===== config.mk =====
export PLATFORM = sky130hd
export DESIGN_NAME = dsp_32sub_serial_flat
export DESIGN_NICKNAME = d
export VERILOG_FILES = /design/src/rtl/dsp_32sub_serial_if.sv /design/src/rtl/dsp_32sub_serial.sv /design/src/flat_wrapper.sv
export SDC_FILE = /design/constraint.sdc
export NUM_CORES = 1
export LEC_CHECK = 0
export ABC_AREA = 1
export BUFFER_PORTS_ARGS = -buffer_cell sky130_fd_sc_hd__buf_2
export CAP_MARGIN = 15
export CORE_ASPECT_RATIO = 0.6
export CORE_MARGIN = 10
export CORE_UTILIZATION = 55
export CTS_BUF_LIST = sky130_fd_sc_hd__clkbuf_16
export DETAILED_ROUTE_END_ITERATION = 10
export HOLD_SLACK_MARGIN = 0.02
export PLACE_DENSITY = 0.81
export SETUP_SLACK_MARGIN = 0.05
export SLEW_MARGIN = 40
export SYNTH_ARGS = -nofsm -noshare
export SYNTH_HDL_FRONTEND = slang
export SYNTH_SLANG_ARGS = --single-unit
export TNS_END_PERCENT = 1

===== constraint.sdc =====
create_clock -name clk -period 3.78 [get_ports clk]
set_clock_uncertainty 0.05 [all_clocks]
set_input_delay 0.189 -clock clk [delete_from_list [all_inputs] [get_ports clk]]
set_output_delay 0.189 -clock clk [all_outputs]
set_load 0.03 [all_outputs]

===== src/rtl/dsp_32sub_serial_if.sv =====
// Word-serial subtractor stream bundle: operand words in, difference words out.
interface dsp_32sub_serial_if;
    logic        in_valid;
    logic        in_ready;
    logic [31:0] AB;
    logic [31:0] CD;
    logic        borrowin;
    logic        out_valid;
    logic        out_ready;
    logic [31:0] O;
    logic        out_last;
    logic        borrowout;
    logic        out_zero;

    modport master (
        output in_valid, AB, CD, borrowin, out_ready,
        input  in_ready, out_valid, O, out_last, borrowout, out_zero
    );

    modport slave (
        input  in_valid, AB, CD, borrowin, out_ready,
        output in_ready, out_valid, O, out_last, borrowout, out_zero
    );
endinterface


===== src/rtl/dsp_32sub_serial.sv =====
// Word-serial multi-precision subtractor, LS word first, borrow chained
// between words in a register. One output register, no skid buffer.
//
// state | meaning
// FIRST | next accepted word is word 0 (uses borrowin)
// MID   | next accepted word is word 1..WORDS-1 (uses borrow register)
module dsp_32sub_serial #(
    parameter int WORDS = 4
) (
    input  logic               clk,
    input  logic               reset,
    dsp_32sub_serial_if.slave  bus
);
    localparam int IDX_W = (WORDS > 1) ? $clog2(WORDS) : 1;

    typedef enum logic {FIRST = 1'b0, MID = 1'b1} state_t;

    state_t            state_q, state_d;
    logic [IDX_W-1:0]  idx_q, idx_d;
    logic              borrow_q, borrow_d;
    logic              zacc_q, zacc_d;
    logic              out_valid_q, out_valid_d;
    logic              out_last_q, out_last_d;
    logic [31:0]       o_q, o_d;

    logic              accept;
    logic              emit;
    logic              bin;
    logic              is_last;
    logic [32:0]       diff;

    assign bus.in_ready  = !out_valid_q || bus.out_ready;
    assign bus.out_valid = out_valid_q;
    assign bus.O         = o_q;
    assign bus.out_last  = out_last_q;
    assign bus.borrowout = borrow_q;
    assign bus.out_zero  = zacc_q;

    // Datapath and next-state: handshake, borrow select, difference, counters.
    always_comb begin
        accept      = bus.in_valid && bus.in_ready;
        emit        = out_valid_q && bus.out_ready;
        bin         = (state_q == FIRST) ? bus.borrowin : borrow_q;
        is_last     = (idx_q == IDX_W'(WORDS - 1));
        // Bit 32 of the 33-bit result is set exactly when AB < CD + bin.
        diff        = {1'b0, bus.AB} - {1'b0, bus.CD} - {32'd0, bin};

        state_d     = state_q;
        idx_d       = idx_q;
        borrow_d    = borrow_q;
        zacc_d      = zacc_q;
        out_valid_d = out_valid_q;
        out_last_d  = out_last_q;
        o_d         = o_q;

        if (accept) begin
            o_d         = diff[31:0];
            borrow_d    = diff[32];
            out_last_d  = is_last;
            zacc_d      = ((state_q == FIRST) ? 1'b1 : zacc_q) && (diff[31:0] == 32'd0);
            idx_d       = is_last ? '0 : idx_q + IDX_W'(1);
            out_valid_d = 1'b1;
        end else if (emit) begin
            out_valid_d = 1'b0;
        end

        case (state_q)
            FIRST: if (accept && (WORDS > 1)) state_d = MID;
            MID:   if (accept && is_last)     state_d = FIRST;
            default:                          state_d = FIRST;
        endcase
    end

    // State and data registers; reset wins over accept and emit.
    always_ff @(posedge clk) begin
        if (reset) begin
            state_q     <= FIRST;
            idx_q       <= '0;
            borrow_q    <= 1'b0;
            zacc_q      <= 1'b0;
            out_valid_q <= 1'b0;
            out_last_q  <= 1'b0;
            o_q         <= 32'd0;
        end else begin
            state_q     <= state_d;
            idx_q       <= idx_d;
            borrow_q    <= borrow_d;
            zacc_q      <= zacc_d;
            out_valid_q <= out_valid_d;
            out_last_q  <= out_last_d;
            o_q         <= o_d;
        end
    end
endmodule


===== src/flat_wrapper.sv =====
// flat-port wrapper written by rule: the top's interface ports become plain ports
module dsp_32sub_serial_flat 
#(
    parameter int WORDS = 4
)
  (clk, reset, bus_in_valid, bus_AB, bus_CD, bus_borrowin, bus_out_ready, bus_in_ready, bus_out_valid, bus_O, bus_out_last, bus_borrowout, bus_out_zero);
  dsp_32sub_serial_if bus_i ();
  input  logic clk;
  input  logic reset;
  input wire logic [$bits(bus_i.in_valid)-1:0] bus_in_valid;
  input wire logic [$bits(bus_i.AB)-1:0] bus_AB;
  input wire logic [$bits(bus_i.CD)-1:0] bus_CD;
  input wire logic [$bits(bus_i.borrowin)-1:0] bus_borrowin;
  input wire logic [$bits(bus_i.out_ready)-1:0] bus_out_ready;
  output wire logic [$bits(bus_i.in_ready)-1:0] bus_in_ready;
  output wire logic [$bits(bus_i.out_valid)-1:0] bus_out_valid;
  output wire logic [$bits(bus_i.O)-1:0] bus_O;
  output wire logic [$bits(bus_i.out_last)-1:0] bus_out_last;
  output wire logic [$bits(bus_i.borrowout)-1:0] bus_borrowout;
  output wire logic [$bits(bus_i.out_zero)-1:0] bus_out_zero;
  assign bus_i.in_valid = bus_in_valid;
  assign bus_i.AB = bus_AB;
  assign bus_i.CD = bus_CD;
  assign bus_i.borrowin = bus_borrowin;
  assign bus_i.out_ready = bus_out_ready;
  assign bus_in_ready = bus_i.in_ready;
  assign bus_out_valid = bus_i.out_valid;
  assign bus_O = bus_i.O;
  assign bus_out_last = bus_i.out_last;
  assign bus_borrowout = bus_i.borrowout;
  assign bus_out_zero = bus_i.out_zero;
  dsp_32sub_serial #(.WORDS(WORDS)) u_core (.clk(clk), .reset(reset), .bus(bus_i));
endmodule

Word-level counts from Yosys, hierarchy flattened. Index checks and enable logic that the tools add are counted.

Output and inout port bits: 37. Register bits: 39. Input bits: 69. Logic and storage cells: 28.

Reductions and logical operators: 8. Bitwise gates (word level): 1. $add $sub $neg: 3. Multiplexer cells: 8. Equal/unequal tests: 1.

Operators with widths (number): $sub A32 B32 Y33 (1); $sub A33 B1 Y33 (1); $logic_not A32 Y1 (1); $mux W1 (6); $logic_and A1 B1 Y1 (4); $add A2 B1 Y2 const B (1); $eq A2 B2 Y1 const B (1); $mux W2 (1); $pmux W1 S2 (1); $reduce_bool A2 Y1 (1); $logic_not A1 Y1 (1); $logic_or A1 B1 Y1 (1); $not A1 Y1 (1).

Logic depth before layout (Yosys ltp). Gate-level depths: netlist of run 1.

Depth after elaboration: 6. Mapped depth: 22. Mapped depth without buffers: 22.

Worst setup path before layout of run 1. No wires, ideal clock.

Kind: reg2reg. From: reg u_core.borrow_q, in the netlist u_core.bus.borrowout. To: reg u_core.zacc_q, in the netlist u_core.bus.out_zero. Setup slack: 1.185 ns. Cell stages (with the launch flop): 20. Clock period less this slack: 2.595 ns. Path buffers: 0. Data required time: 3.664 ns. Arrival time: 2.479 ns. Path through: dfxtp_1 > inv_1 > nand2_1 > o21ai_0 > fa_1 > inv_1 > ha_1 > nor2_1 > inv_1 > nand3_1 > nand3_2 > nand2_2 > nand2_2 > nand2_1 > nand2_1 > nor2_1 > nand2_1 > nor2_1 > nand3_1 > a21oi_2.

Cells in the longest elaborated chain, start to end: 4.

Ends and longest elaborated chain: start, declared (RTL line dsp_32sub_serial.sv:20) `logic borrow_q, borrow_d;`; start signal, assigned (RTL line dsp_32sub_serial.sv:87) `borrow_q <= borrow_d;`; $mux W1 (RTL line dsp_32sub_serial.sv:43) `bin = (state_q == FIRST) ? bus.borrowin : borrow_q;`; $sub A33 B1 Y33 (RTL line dsp_32sub_serial.sv:46) `diff = {1'b0, bus.AB} - {1'b0, bus.CD} - {32'd0, bin};`; $logic_not A32 Y1 (RTL line dsp_32sub_serial.sv:60) `zacc_d = ((state_q == FIRST) ? 1'b1 : zacc_q) && (diff[31:0] == 32'd0);`; $logic_and A1 B1 Y1 (RTL line dsp_32sub_serial.sv:60); end signal, assigned (RTL line dsp_32sub_serial.sv:88) `zacc_q <= zacc_d;`; end, declared (RTL line dsp_32sub_serial.sv:21) `logic zacc_q, zacc_d;`.

Every way passes these cells. A chain may end at the register's enable or synchronous reset.

Final worst setup path of run 1.
From: reg u_core.state_q. To: reg u_core.zacc_q, in the netlist u_core.bus.out_zero.

Cells in the longest elaborated chain, start to end: 4.

Ends and longest elaborated chain: start, declared (RTL line dsp_32sub_serial.sv:18) `state_t state_q, state_d;`; start signal, assigned (RTL line dsp_32sub_serial.sv:85) `state_q <= state_d;`; $mux W1 (RTL line dsp_32sub_serial.sv:43); $sub A33 B1 Y33 (RTL line dsp_32sub_serial.sv:46); $logic_not A32 Y1 (RTL line dsp_32sub_serial.sv:60); $logic_and A1 B1 Y1 (*) (RTL line dsp_32sub_serial.sv:60).

Every way passes the cells marked *; elsewhere a longest branch is shown, timed or not.

==> metrics, run 1 <==
outcome completed; Num Clock Sinks 39; post-route setup TNS 0 ps; area share of the largest cell type after synthesis 0.188; remaining antenna violation count 0; final critical delay including setup and external delays 2850 ps; area of combinational cells with multiple inputs 3030 um^2; vias after detailed routing 5,101; most used cell along the critical path sky130_fd_sc_hd__nand2_1; post-synthesis cell area 4780 um^2; gp weighted congestion approximately 1; total I/O pin count 106; fraction of power consumed by sequential logic 0.239; latest clock arrival within the worst-skew pair 280 ps; power per standard cell area 363 nW/um^2; Achievable Freq 0.350 GHz; worst hold path cell count 4; FF+latch area 781 um^2; worst-case register-to-register setup slack about 930 ps; remaining routing DRC violations 0; post-synthesis async set-or-reset flop share 0; number of search-and-repair iterations in the first detailed-routing pass 7; worst-case hold slack 158 ps; critical hold path startpoint bus_out_ready; post-synth top area cell sky130_fd_sc_hd__inv_1; largest buffer count on any clock path 2; total of hold buffers inserted after clock tree synthesis 0; count of yosys warnings during synthesis 0; count of filler cells inserted in the layout 831; net count after synthesis 963; layout-stage area growth over the synthesis result 16.7%; nature of the critical path startpoint flip-flop; end point of the most critical hold path u_core.bus.out_valid; Placeable Area 8490 um^2; H-tree depth 2; end of the worst register-to-register path u_core.bus.out_zero; overall power of the completed layout 2.02 mW; Peak supply drop 336 uV; violation count after the first detailed-routing iteration 640; Avg Synthesized Cell Area 5.76 um^2; Resized cells post-CTS 0; starting utilization of the core area 0.562; switching share of power 0.447; arrival time at the worst endpoint 3020 ps; Overall Global Routing Usage 0.202; Die H 92.2 um; total internal power between 1 and 1.5 mW; Clock power frac 0.236; setup repair after global routing missed its margin false; share of cells above drive strength 1 0.167; share of the yosys chip area belonging to registers 0.163; maximum number of pins on one net before global-route repair 38; normalized max-slew margin 0.502; number of nets in the layout 1,065; critical path start-end classification flip-flop to flip-flop; std cell rows 26; number of buffers inserted by post-CTS setup repair 0; Worst path max stage delay 400 ps; power spent charging and discharging nets 0.905 mW; Max Cap Violations 0; post-synthesis sequential element count 39; number of global-route vias before repair 4,790; DR vias/cell 4.89; Port-buffer cells 105; CP Max Fanout 4; number of antenna violations at the first check in global routing 0; dominant cells by area after synthesis sky130_fd_sc_hd__inv_1 (19%), sky130_fd_sc_hd__nand2_1 (19%), sky130_fd_sc_hd__ha_1 (17%), sky130_fd_sc_hd__dfxtp_1 (16%), sky130_fd_sc_hd__nor2_1 (5.2%); CTS Buf Count 5; Slew @ Worst Pin 747 ps; post-DP HPWL 11.4 mm; Reg clk slew, reported paths 60 ps; class of the most critical hold timing path input port to flip-flop; Critical Path Sink Type flip-flop; R2R depth 18; synthesized netlist cell count 829; chip width 140 um; count of flip-flops with a built-in enable after synthesis 0; final-report max-slew violation count 0; leading post-synthesis cells by instance count sky130_fd_sc_hd__inv_1 (239), sky130_fd_sc_hd__nand2_1 (236), sky130_fd_sc_hd__nor2_1 (66); first-pass GRT wire length 22.3 mm; leakage power total approximately 3.6 nW; Antenna Diode Count 0; final setup vio count 0; Final WS setup 926 ps; Congestion Overflow GR 0; cell-by-cell trace of the critical path o21ai_0 -> fa_1 -> inv_1 -> fa_1 -> nand2_1 -> nand2_1 -> nand2_2 -> nand2_1 -> nand2_2 -> nand2_1 -> nand2_1 -> xnor2_1 -> nand2_1 -> nor2_1 -> nand2_1 -> nor2_1 -> nand3_1 -> a21oi_2; TritonCTS clock tree done; post-place setup slack 999 ps; final period utilization 0.755; area of the die 12,900 um^2; required time at the endpoint of the critical path between 3000 and 4000 ps; Final Hold Fails 0; post-synth cell types 31; routed length per instance approximately 13 um; most numerous cell in the Yosys netlist sky130_fd_sc_hd__inv_1; root cell of the clock tree sky130_fd_sc_hd__clkbuf_16; slowest library cell on the worst path sky130_fd_sc_hd__fa_1; Comb pwr share 0.525; dominant register cell in the synthesized netlist sky130_fd_sc_hd__dfxtp_1; startpoint of the worst register-to-register path u_core.state_q; routed wire length 13.4 mm
[state kept, by name, indices dropped and copies added, names as in the netlist]
signal and cells:
u_core.state_q 1, u_core.bus.out_last 1, u_core.bus.out_valid 1, u_core.idx_q 2, u_core.bus.O 32, u_core.bus.borrowout 1, u_core.bus.out_zero 1
[worst max-delay path, delay by kind of cell, from the launching register on]
family	cells	cell delay [ps]
xor gates and xnor gates	1	170
buffers and inverters	1	70
adders and majority gates	2	700
and+or+nand+nor	12	1030
AOI/OAI and AO/OA	2	440
DFF	1	330
[cell usage in the layout, fill, tap and decap left out, types with 10 or more instances in the layout]
cell type                  count
sky130_fd_sc_hd__nand3_1      30
sky130_fd_sc_hd__nand2_2      18
sky130_fd_sc_hd__nand2_1     236
sky130_fd_sc_hd__ha_1         63
sky130_fd_sc_hd__o211ai_1     19
sky130_fd_sc_hd__buf_2       105
sky130_fd_sc_hd__a21oi_1      26
sky130_fd_sc_hd__nor2_1       66
sky130_fd_sc_hd__o21ai_0      22
sky130_fd_sc_hd__inv_1       239
sky130_fd_sc_hd__dfxtp_1      39
sky130_fd_sc_hd__xnor2_1      10
[worst max path at each step]
stage	depth (start not counted)	endpoint	from	slack, ps
6_report	18	u_core.bus.out_zero	u_core.state_q	930
3_3_place_gp	19	u_core.bus.out_zero	u_core.bus.borrowout	1070
2_1_floorplan	19	u_core.bus.out_zero	u_core.bus.borrowout	1180
5_1_grt	19	u_core.bus.out_zero	u_core.state_q	670
3_5_place_dp	19	u_core.bus.out_zero	u_core.bus.borrowout	1000
4_1_cts	18	u_core.bus.out_zero	u_core.state_q	990
[per-layer routing]
metal	global-route usage	up-vias	share of wire
met3	0.0721	13	0.12
met4	0.0394	0	0.0081
met5	0	-	0
li1	-	2690	-
met2	0.285	242	0.38
met1	0.287	2156	0.50
[layout make-up]
cell class	instances	share of cell area
repair buffers	106	0.0956
multi-input cells	534	0.544
flip-flops and latches	39	0.140
inverters	245	0.165
clock buffers	5	0.0225
well taps	112	0.0251
clock inverters	3	0.00763
[power by group through the flow]
stage                     logic (mW)  registers (mW)  clock network, mW
after floorplan                0.674           0.575                  0
after global placement          1.03           0.491                  0
after detailed placement        1.04           0.491                  0
after CTS                       1.05           0.483              0.485
after global routing            1.20           0.488              0.501
final                           1.06           0.484              0.479
[through the flow]
stage | cells | cell area, um^2 | util
2_1_floorplan | 829 | 4780 | -
3_3_place_gp | 1036 | 5410 | 0.637
3_5_place_dp | 1036 | 5410 | 0.637
4_1_cts | 1044 | 5570 | 0.656
5_1_grt | 1044 | 5570 | 0.656
6_report | 1044 | 5570 | 0.656
[cells by family after synthesis]
kind of cell,after synthesis,synth area share
compound gates,76,0.0954
xor+xnor,14,0.0272
fa+ha+maj,65,0.173
buf+inv,256,0.202
flops,39,0.163
simple gates,379,0.339
No activity file was read; power rests on OpenSTA's default activity.
==> inputs of run 2 (changes only) <==
Clock period 3.78 ns to 2.7 ns, I/O delays scaled along.
==> run 2 against run 1 <==
  * Register-to-register slack worse by 920 ps
  * Design area is 5.7% higher
  * Flip-flop and latch count did not move
  * Worst setup slack worse by 920 ps
  * Clock-buffer cell count is the same
  * Core utilization grew 3.7 points
  * Clock power up 44%
  * Combinational power rose by 59%
  * Largest power group unchanged
==> metrics, run 2 (synthesis gave the netlist of run 1 again) <==
latest clock arrival within the worst-skew pair 280 ps; maximum number of pins on one net before global-route repair 32; power per standard cell area 519 nW/um^2; total of hold buffers inserted after clock tree synthesis 0; placed cell count between 1,000 and 1,500; area of all placed cells without fillers 5890 um^2; area of the die ~13,000 um^2; Worst path max stage delay 580 ps; DR vias/cell 4.95; most common cell after layout, fill and taps aside sky130_fd_sc_hd__inv_1; cell-by-cell trace of the critical path inv_2 -> nand2_2 -> o21ai_2 -> fa_2 -> inv_2 -> ha_4 -> nor2_4 -> inv_1 -> nand3_1 -> nand3_4 -> nand2_1 -> nand2_1 -> nand2_1 -> nand2_2 -> nor2_1 -> nand3_1 -> nor2_1 -> nand3_1 -> a21oi_2; number of search-and-repair iterations in the first detailed-routing pass 6; gp weighted congestion 1.01; vias after detailed routing between 5,000 and 6,000; number of flip-flops in the largest register 32; Final Hold Fails 0; final critical delay including setup and external delays 2700 ps; largest buffer count on any clock path 2; number of antenna violations at the first check in global routing 0; Overall Global Routing Usage 0.206; root cell of the clock tree sky130_fd_sc_hd__clkbuf_16; Placeable Area ~8500 um^2; post-route non-filler standard cell count between 1,000 and 1,500; post-route setup TNS 0 ps; number of nets in the layout 1,081; Num Clock Sinks 39; count of filler cells inserted in the layout 758; Slew @ Worst Pin 783 ps; cell area reported after detailed placement about 5500 um^2; Reg clk slew, reported paths 70 ps; outcome completed; post-DP HPWL between 10 and 15 mm; starting utilization of the core area 0.562; std cell rows 26; Congestion Overflow GR 0; layout-stage area growth over the synthesis result 23.3%; number of global-route vias before repair about 4,800; routed length per instance 13.5 um; cell type group with the largest total delay on the critical path simple AND/OR/NAND/NOR gates; total I/O pin count 106; chip width 140 um; Port-buffer cells 105; critical path start-end classification flip-flop to flip-flop; final setup vio count 0; required time at the endpoint of the critical path 2870 ps; first-pass GRT wire length ~23 mm; slowest library cell on the worst path sky130_fd_sc_hd__fa_2; nature of the critical path startpoint flip-flop; H-tree depth 2; violation count after the first detailed-routing iteration 570; CTS Buf Count 5; setup repair after global routing missed its margin true; Achievable Freq roughly 0.37 GHz; Max Cap Violations 0; Die H 92.2 um; routed wire length 14.3 mm; Critical Path Sink Type flip-flop; final-report max-slew violation count 0; CP Max Fanout 4; arrival time at the worst endpoint 2870 ps; remaining routing DRC violations 0; TritonCTS clock tree done; share of cells above drive strength 1 0.218; remaining antenna violation count 0; Antenna Diode Count 0; buffers and inverters on the worst path 3; final period utilization 0.999; normalized max-slew margin 0.477; top library cells by usage in the layout, fill and taps aside sky130_fd_sc_hd__inv_1 (236), sky130_fd_sc_hd__nand2_1 (220), sky130_fd_sc_hd__buf_2 (105); Peak supply drop 401 uV; class of the most critical hold timing path input port to flip-flop; leakage power total 3.74 nW
-- run 2: cell types whose count changed in the layout (fill, tap and decap cells not counted), moves of 3 or more --
cell and change:
sky130_fd_sc_hd__nand2_4 +4, sky130_fd_sc_hd__buf_4 +16, sky130_fd_sc_hd__xnor2_1 -5, sky130_fd_sc_hd__inv_1 -3, sky130_fd_sc_hd__inv_2 +3, sky130_fd_sc_hd__ha_1 -3, sky130_fd_sc_hd__xnor2_2 +5, sky130_fd_sc_hd__nand2_2 +12
sky130_fd_sc_hd__ha_4 +3, sky130_fd_sc_hd__nand2_1 -16
-- run 2: tightest hold or removal path, cell delays in order --
cell                      delay (ps)
sky130_fd_sc_hd__buf_2            70
sky130_fd_sc_hd__inv_1            30
sky130_fd_sc_hd__nand2_1          80
sky130_fd_sc_hd__a21oi_1          70
-- run 2: worst paths after layout --
path	slack (ps)	to	depth (start not counted)	startpoint
min	110	u_core.bus.out_valid	4	bus_out_ready
max	2	u_core.bus.out_zero	19	u_core.bus.borrowout
min reg2reg	410	u_core.bus.out_last	2	u_core.bus.out_last
max reg2reg	2	u_core.bus.out_zero	19	u_core.bus.borrowout
-- run 2: per-layer routing --
layer	global-route usage	routed length [um]
met5	0	0
met4	0.0197	152
met3	0.0608	1700
met2	0.295	5580
met1	0.304	6850
-- run 2: cell type report --
type,instances,area [um^2],share of cell area
Multi-Input combinational cell,534,3220,0.547
Inverter,245,920,0.156
Sequential cell,39,783,0.133
Timing Repair Buffer,122,653,0.111
Tap cell,112,140,0.0238
Clock buffer,5,125,0.0212
Clock inverter,3,47.5,0.00807
-- run 2: what timing repair did --
item                       in CTS  in global routing
gates resized for setup        12                 35
buffers inserted                4                  4
setup endpoints to repair       6                 10
pin swaps                      10                 24
hold endpoints to repair        0                  0
-- run 2: per-stage QoR --
stage / utilization / setup WS, ps / hold WS [ps] / total power, mW
after detailed placement: 0.644 / -50.1 / 408 / 2.18
after global placement: 0.644 / 15.0 / 384 / 2.17
after floorplan: - / 105 / 304 / 1.75
after CTS: 0.672 / 39.3 / 113 / 2.92
final: 0.694 / 1.74 / 110 / 3.06
after global routing: 0.694 / -120 / 135 / 3.27
-- run 2: where the power goes --
part,switching (mW),leakage (nW),internal (mW)
registers,0.0403,0.324,0.642
logic,1.08,3.33,0.601
clock network,0.249,0.0844,0.441
